## src/rtl/mips_mem_arb_pkg.sv

```systemverilog
// Shared types and constants for the MIPS I/D memory arbiter.
// The round-robin option is selected with MEM_ARB_RR_EN (see mips_mem_arb_pick).
package mips_mem_arb_pkg;

    typedef enum logic [1:0] {
        IDLE,
        ISSUE,
        RDATA,
        DONE
    } arb_state_t;

    typedef enum logic {
        OWN_I,
        OWN_D
    } owner_t;

    localparam logic [3:0] BE_ALL = 4'hF;

endpackage

```

## src/rtl/mips_mem_arb_pick.sv

```systemverilog
// Combinational winner select between fetch (I) and data (D) requests.
// MEM_ARB_RR_EN defined: alternate on contention; undefined: fixed priority by D_PRIORITY.
module mips_mem_arb_pick
    import mips_mem_arb_pkg::*;
#(
    parameter int unsigned D_PRIORITY = 1
) (
    input  logic   i_req,
    input  logic   d_req,
    input  owner_t last_grant,
    output owner_t winner
);

`ifdef MEM_ARB_RR_EN
    localparam int unsigned unused_d_priority = D_PRIORITY;

    always_comb begin
        winner = OWN_I;
        if (i_req && d_req) begin
            winner = (last_grant == OWN_I) ? OWN_D : OWN_I;
        end else if (d_req) begin
            winner = OWN_D;
        end
    end
`else
    logic unused_last_grant;
    assign unused_last_grant = (last_grant == OWN_D);

    always_comb begin
        winner = OWN_I;
        if (i_req && d_req) begin
            winner = (D_PRIORITY != 0) ? OWN_D : OWN_I;
        end else if (d_req) begin
            winner = OWN_D;
        end
    end
`endif

endmodule

```

## src/rtl/mips_mem_arbiter.sv

```systemverilog
// Arbitrates the CPU fetch and load/store requesters onto one Avalon-style RAM port.
// Optional round-robin contention rule enabled by defining MEM_ARB_RR_EN.
module mips_mem_arbiter
    import mips_mem_arb_pkg::*;
#(
    parameter int unsigned DATA_W     = 32,
    parameter int unsigned D_PRIORITY = 1
) (
    input  logic              clk,
    input  logic              reset,
    input  logic              i_req,
    input  logic [DATA_W-1:0] i_addr,
    output logic              i_ack,
    output logic [DATA_W-1:0] i_rdata,
    input  logic              d_req,
    input  logic              d_we,
    input  logic [DATA_W-1:0] d_addr,
    input  logic [3:0]        d_be,
    input  logic [DATA_W-1:0] d_wdata,
    output logic              d_ack,
    output logic [DATA_W-1:0] d_rdata,
    output logic [DATA_W-1:0] address,
    output logic              read,
    output logic              write,
    output logic [3:0]        byteenable,
    output logic [DATA_W-1:0] writedata,
    input  logic              waitrequest,
    input  logic [DATA_W-1:0] readdata
);

    arb_state_t        state, state_nxt;
    owner_t            winner, lat_owner, last_grant;
    logic [DATA_W-1:0] lat_addr, lat_wdata, i_rdata_q, d_rdata_q;
    logic [3:0]        lat_be;
    logic              lat_we;

    mips_mem_arb_pick #(
        .D_PRIORITY(D_PRIORITY)
    ) u_pick (
        .i_req     (i_req),
        .d_req     (d_req),
        .last_grant(last_grant),
        .winner    (winner)
    );

    always_ff @(posedge clk) begin
        if (reset) begin
            state <= IDLE;
        end else begin
            state <= state_nxt;
        end
    end

    always_comb begin
        state_nxt = state;
        read      = 1'b0;
        write     = 1'b0;
        i_ack     = 1'b0;
        d_ack     = 1'b0;
        unique case (state)
            IDLE: begin
                if (i_req || d_req) begin
                    state_nxt = ISSUE;
                end
            end
            ISSUE: begin
                read  = !lat_we;
                write = lat_we;
                if (!waitrequest) begin
                    state_nxt = lat_we ? DONE : RDATA;
                end
            end
            RDATA: begin
                state_nxt = DONE;
            end
            DONE: begin
                // Requests are ignored here; a still-high req is re-sampled in IDLE.
                i_ack     = (lat_owner == OWN_I);
                d_ack     = (lat_owner == OWN_D);
                state_nxt = IDLE;
            end
            default: begin
                state_nxt = IDLE;
            end
        endcase
    end

    always_ff @(posedge clk) begin
        if (reset) begin
            lat_owner  <= OWN_I;
            last_grant <= OWN_I;
            lat_addr   <= '0;
            lat_wdata  <= '0;
            lat_be     <= '0;
            lat_we     <= 1'b0;
            i_rdata_q  <= '0;
            d_rdata_q  <= '0;
        end else begin
            if (state == IDLE && (i_req || d_req)) begin
                lat_owner  <= winner;
                last_grant <= winner;
                if (winner == OWN_D) begin
                    lat_addr  <= d_addr;
                    lat_be    <= d_be;
                    lat_wdata <= d_wdata;
                    lat_we    <= d_we;
                end else begin
                    lat_addr  <= i_addr;
                    lat_be    <= BE_ALL;
                    lat_wdata <= '0;
                    lat_we    <= 1'b0;
                end
            end
            if (state == RDATA) begin
                if (lat_owner == OWN_D) begin
                    d_rdata_q <= readdata;
                end else begin
                    i_rdata_q <= readdata;
                end
            end
        end
    end

    assign address    = lat_addr;
    assign byteenable = lat_be;
    assign writedata  = lat_wdata;
    assign i_rdata    = i_rdata_q;
    assign d_rdata    = d_rdata_q;

endmodule

```

## config.mk

```make
export PLATFORM = sky130hd
export DESIGN_NAME = mips_mem_arbiter
export DESIGN_NICKNAME = d
export VERILOG_FILES = /design/src/rtl/mips_mem_arb_pkg.sv /design/src/rtl/mips_mem_arb_pick.sv /design/src/rtl/mips_mem_arbiter.sv
export SDC_FILE = /design/constraint.sdc
export NUM_CORES = 1
export LEC_CHECK = 0
export ABC_CLOCK_PERIOD_IN_PS = 1500
export BUFFER_PORTS_ARGS = -buffer_cell sky130_fd_sc_hd__buf_4
export CAP_MARGIN = 20
export CELL_PAD_IN_SITES_DETAIL_PLACEMENT = 0
export CELL_PAD_IN_SITES_GLOBAL_PLACEMENT = 1
export CORE_ASPECT_RATIO = 0.6
export CORE_MARGIN = 3
export CORE_UTILIZATION = 29
export DETAILED_ROUTE_END_ITERATION = 7
export GPL_ROUTABILITY_DRIVEN = 0
export GPL_TIMING_DRIVEN = 0
export PLACE_DENSITY = 0.73
export SLEW_MARGIN = 20
export SYNTH_ARGS = -nofsm -noshare
export SYNTH_HDL_FRONTEND = slang
export SYNTH_SLANG_ARGS = --single-unit
```

## constraint.sdc

```tcl
create_clock -name clk -period 1.5 [get_ports clk]
set_clock_uncertainty 0.15 [all_clocks]
set_input_delay 0.15 -clock clk [delete_from_list [all_inputs] [get_ports clk]]
set_output_delay 0.15 -clock clk [all_outputs]
set_load 0.01 [all_outputs]
```

==> out/qor.csv <==
stage,metric,value,unit
setup_path,required,1200,ps
final_layout,multiInputGateArea,0.00262,sq mm
drt,drc_violations_left,0,
cts,numClockSinks,136,
global_routing,grt_antenna_before_repair,0,
drt,drt_pre_antenna_iters,4,
sta,finalMaxSlewViolations,0,
cts,cts_root_buffer,sky130_fd_sc_hd__clkbuf_16,
floorplan,fp.dieH,111,microns
power,combPwrFrac,43.0,%
cts,tritoncts,built,
placed_design,buffer_ports.inserted,271,
drt,routed_via_density,4.55,
power,power.net_switching,0.00559,W
cts,htree_num_levels,4,
placed_design,numPlacedInstances,1122,
drt,ant_nets,0,
cts,number_of_clock_buffers_inserted_by_tritoncts,17,
logic_synthesis,synth_cell_types,26,
floorplan,core_region_area,0.0175,sq mm
logic_synthesis,synth.cells.most_frequent,"sky130_fd_sc_hd__nand2_1 (164), sky130_fd_sc_hd__dfxtp_1 (136), sky130_fd_sc_hd__a21oi_1 (98)",
drt,wl_per_cell,16.6,microns
logic_synthesis,synthesized_area_fraction_occupied_by_ao_oa_aoi_and_oai_cells,17.1,%
setup_path,cp-start-kind,flop,
final_layout,instances_no_fill,1282,
logic_synthesis,netlist_top_cells_area,"sky130_fd_sc_hd__dfxtp_1 (51%), sky130_fd_sc_hd__nand2_1 (12%), sky130_fd_sc_hd__a21oi_1 (9.3%)",
logic_synthesis,dominantRegCellSynth,sky130_fd_sc_hd__dfxtp_1,
setup_path,crit_path_max_fanout,4,
cts,clkSlewWorstSetupHoldPaths,60,ps
power,power_frac_seq,29.9,%
setup_path,path_cells,inv_4 -> ha_4 -> and2_4 -> buf_6,
logic_synthesis,synth-xor-area-share,0,%
logic_synthesis,yosys.cell_count.top_type,sky130_fd_sc_hd__nand2_1,
placed_design,detailed_place_hpwl,14600,microns
outcome,outcome,"complete, but fails checks",
logic_synthesis,synthesis.instances,617,
job,max_cap_violations,0,
cts,clock_path_buffers,2,
logic_synthesis,synth.yosys.seq_area_share,51.5,%
logic_synthesis,yosys.area.top_type,sky130_fd_sc_hd__dfxtp_1,
drt,dr_total_vias,5839,
worst_hold_path,min_path_type,in2reg,
logic_synthesis,synthAdderAreaFrac,0.946,%
sta,worst-slew-pin-transition,714,ps
logic_synthesis,muxShareOfSynthArea,6.24,%
power,power.switching_fraction,34.7,%
final_layout,finalCoreUtilization,57.9,%
setup_path,cp_slowest_stage_delay,370,ps
setup_path,worstSetupPathType,reg2out,
placed_design,place_worst_setup_slack,-273,ps
sta,fmax,0.639,GHz
logic_synthesis,synth-edff-count,0,
logic_synthesis,yosys_warnings,0,
sta,hold_viol_final,0,
power,power.static_leakage,4.33,nW
power,power_frac_clock,27.0,%
setup_path,timing.critical_path.arrival,1260,ps
sta,max-slew-margin-rel,52.4,%
sta,rsz0062_at_grt,yes,
logic_synthesis,synth_area,0.00529,sq mm
global_routing,grt_pass1_vias,6029,
final_layout,finalNetCount,1177,
sta,shortest_period_the_worst_path_allows,1560,ps
sta,setup_tns,-389,ps
logic_synthesis,async_flop_share,0,%
floorplan,initial_cell_density_of_the_core,30.2,%
floorplan,rows,37,
global_routing,grt_usage,20.5,%
setup_path,kind_of_end_point_of_the_critical_path,primary output,
final_layout,register_area,0.00273,sq mm
final_layout,fraction_of_layout_instances_using_a_drive_strength_above_1,42.4,%
final_layout,antenna-diode-count,0,
floorplan,dieWidth,180,microns
power,cell_internal_pwr,0.0105,W
drt,routed_wirelength,21300,microns
drt,dr.first_iter.drc_count,259,
sta,final-setup-viol-count,21,
global_routing,grt_start_max_net_pins,17,
logic_synthesis,synthDominantCellAreaShare,51.5,%
logic_synthesis,synthSimpleGateAreaFrac,19.1,%
sta,slack_of_the_critical_path,-64.8,ps
logic_synthesis,yosys_register_bits,136,
setup_path,ff2ff_setup_slack,-50,ps
final_layout,area_added_between_synthesis_and_finish,91.6,%
power,ir_drop,0.721,mV
sta,layout_worst_path_cycle_share,104,%
floorplan,ioPinCount,274,
floorplan,design.die.area,0.0200,sq mm
setup_path,critical_path.slowest_cell,sky130_fd_sc_hd__dfxtp_4,
outcome,violated_checks,negative setup slack,
logic_synthesis,synth_nets,759,
logic_synthesis,synth_area_per_cell,8.57,sq um
global_routing,grt_first_pass_wirelength,33000,microns
global_routing,grt-ovfl-total,0,
final_layout,fillerInstances,1559,
power,cellPowerDensity,1590,mW/mm^2
cts,insertion_delay,400,ps
logic_synthesis,synth_top_family_by_area,simple AND/OR/NAND/NOR gates,
## cell families (layout without fill, tap and decap cells)
logic type,after synthesis,count (layout)
AO/OA/AOI/OAI,141,141
adder cells (fa/ha/maj),4,4
buffers and inverters,55,486
flip-flops,136,136
multiplexers,33,33
AND/OR/NAND/NOR,248,248
## flip-flops by register name (all words and copies together) (netlist names)
name	count
address	32
lat_owner	1
d_rdata	32
lat_we	1
byteenable	4
i_rdata	32
state	2
writedata	32
## what timing repair did
| action | 4_1_cts | 5_1_grt |
|---|---|---|
| hold buffers | 114 | 0 |
| pin swaps | 13 | 22 |
| setup buffers | 8 | 1 |
| gates cloned | 4 | 4 |
| resized for setup | 88 | 84 |
| setup endpoints to repair | 132 | 133 |
| hold endpoints to repair | 125 | 0 |
## layer usage
metal	vias up	global-route usage [%]	wire, microns
met4	0	4.70	203
met5	-	0	0
met1	2718	28.4	10300
met3	16	6.32	1470
met2	184	31.5	9330
li1	2921	-	-
## layout make-up
type,instances,share of cell area (%)
tap,234,2.89
sequential,136,26.9
buffer,50,4.38
multi-input combinational,426,25.8
clock buffer,19,4.27
timing repair buffer,401,33.9
clock inverter,13,1.68
inverter,3,0.161
## worst max-delay path, delay by kind of cell (launching register included)
| kind | cells | cell delay, ps |
|---|---|---|
| adder cells (fa/ha/maj) | 1 | 170 |
| buffers and inverters | 2 | 170 |
| flip-flops | 1 | 370 |
| AND/OR/NAND/NOR | 1 | 150 |
## placed cells by master (no fill, tap or decap), types with 13 or more instances in the layout
master                          count
sky130_fd_sc_hd__a211oi_2          27
sky130_fd_sc_hd__nand2_2           13
sky130_fd_sc_hd__clkbuf_1          16
sky130_fd_sc_hd__dfxtp_1          134
sky130_fd_sc_hd__nand2_1          150
sky130_fd_sc_hd__buf_4            281
sky130_fd_sc_hd__a21oi_1           88
sky130_fd_sc_hd__mux2i_1           33
sky130_fd_sc_hd__clkbuf_16         21
sky130_fd_sc_hd__nor2_2            13
sky130_fd_sc_hd__nor2_1            13
sky130_fd_sc_hd__dlygate4sd3_1    114
sky130_fd_sc_hd__nand3_1           33
## power groups by stage
stage | Combinational [W] | Sequential (W) | Clock (W)
after floorplan | 0.00243 | 0.00502 | 0
after global placement | 0.00487 | 0.00476 | 0
after detailed placement | 0.00486 | 0.00478 | 0
after CTS | 0.00622 | 0.00477 | 0.00444
after global routing | 0.00750 | 0.00491 | 0.00461
final | 0.00693 | 0.00482 | 0.00436
## path summary, 6_finish.rpt
kind | from | to | cells past startpoint
max | state[1] | write | 4
min | i_addr[27] | address[27] | 3
max reg2reg | state[0] | address[4] | 6
min reg2reg | writedata[31] | writedata[31] | 2
## stage by stage
stage | hold WS [ps] | cell area, sq um | total power, W
finish | 2.02 | 10100 | 0.0161
floorplan | 136 | 5310 | 0.00746
CTS | 0.974 | 9780 | 0.0154
global route | 8.05 | 10100 | 0.0170
global placement | 263 | 7640 | 0.00963
detailed placement | 266 | 7640 | 0.00964
Power figures use the tool's default switching activity.
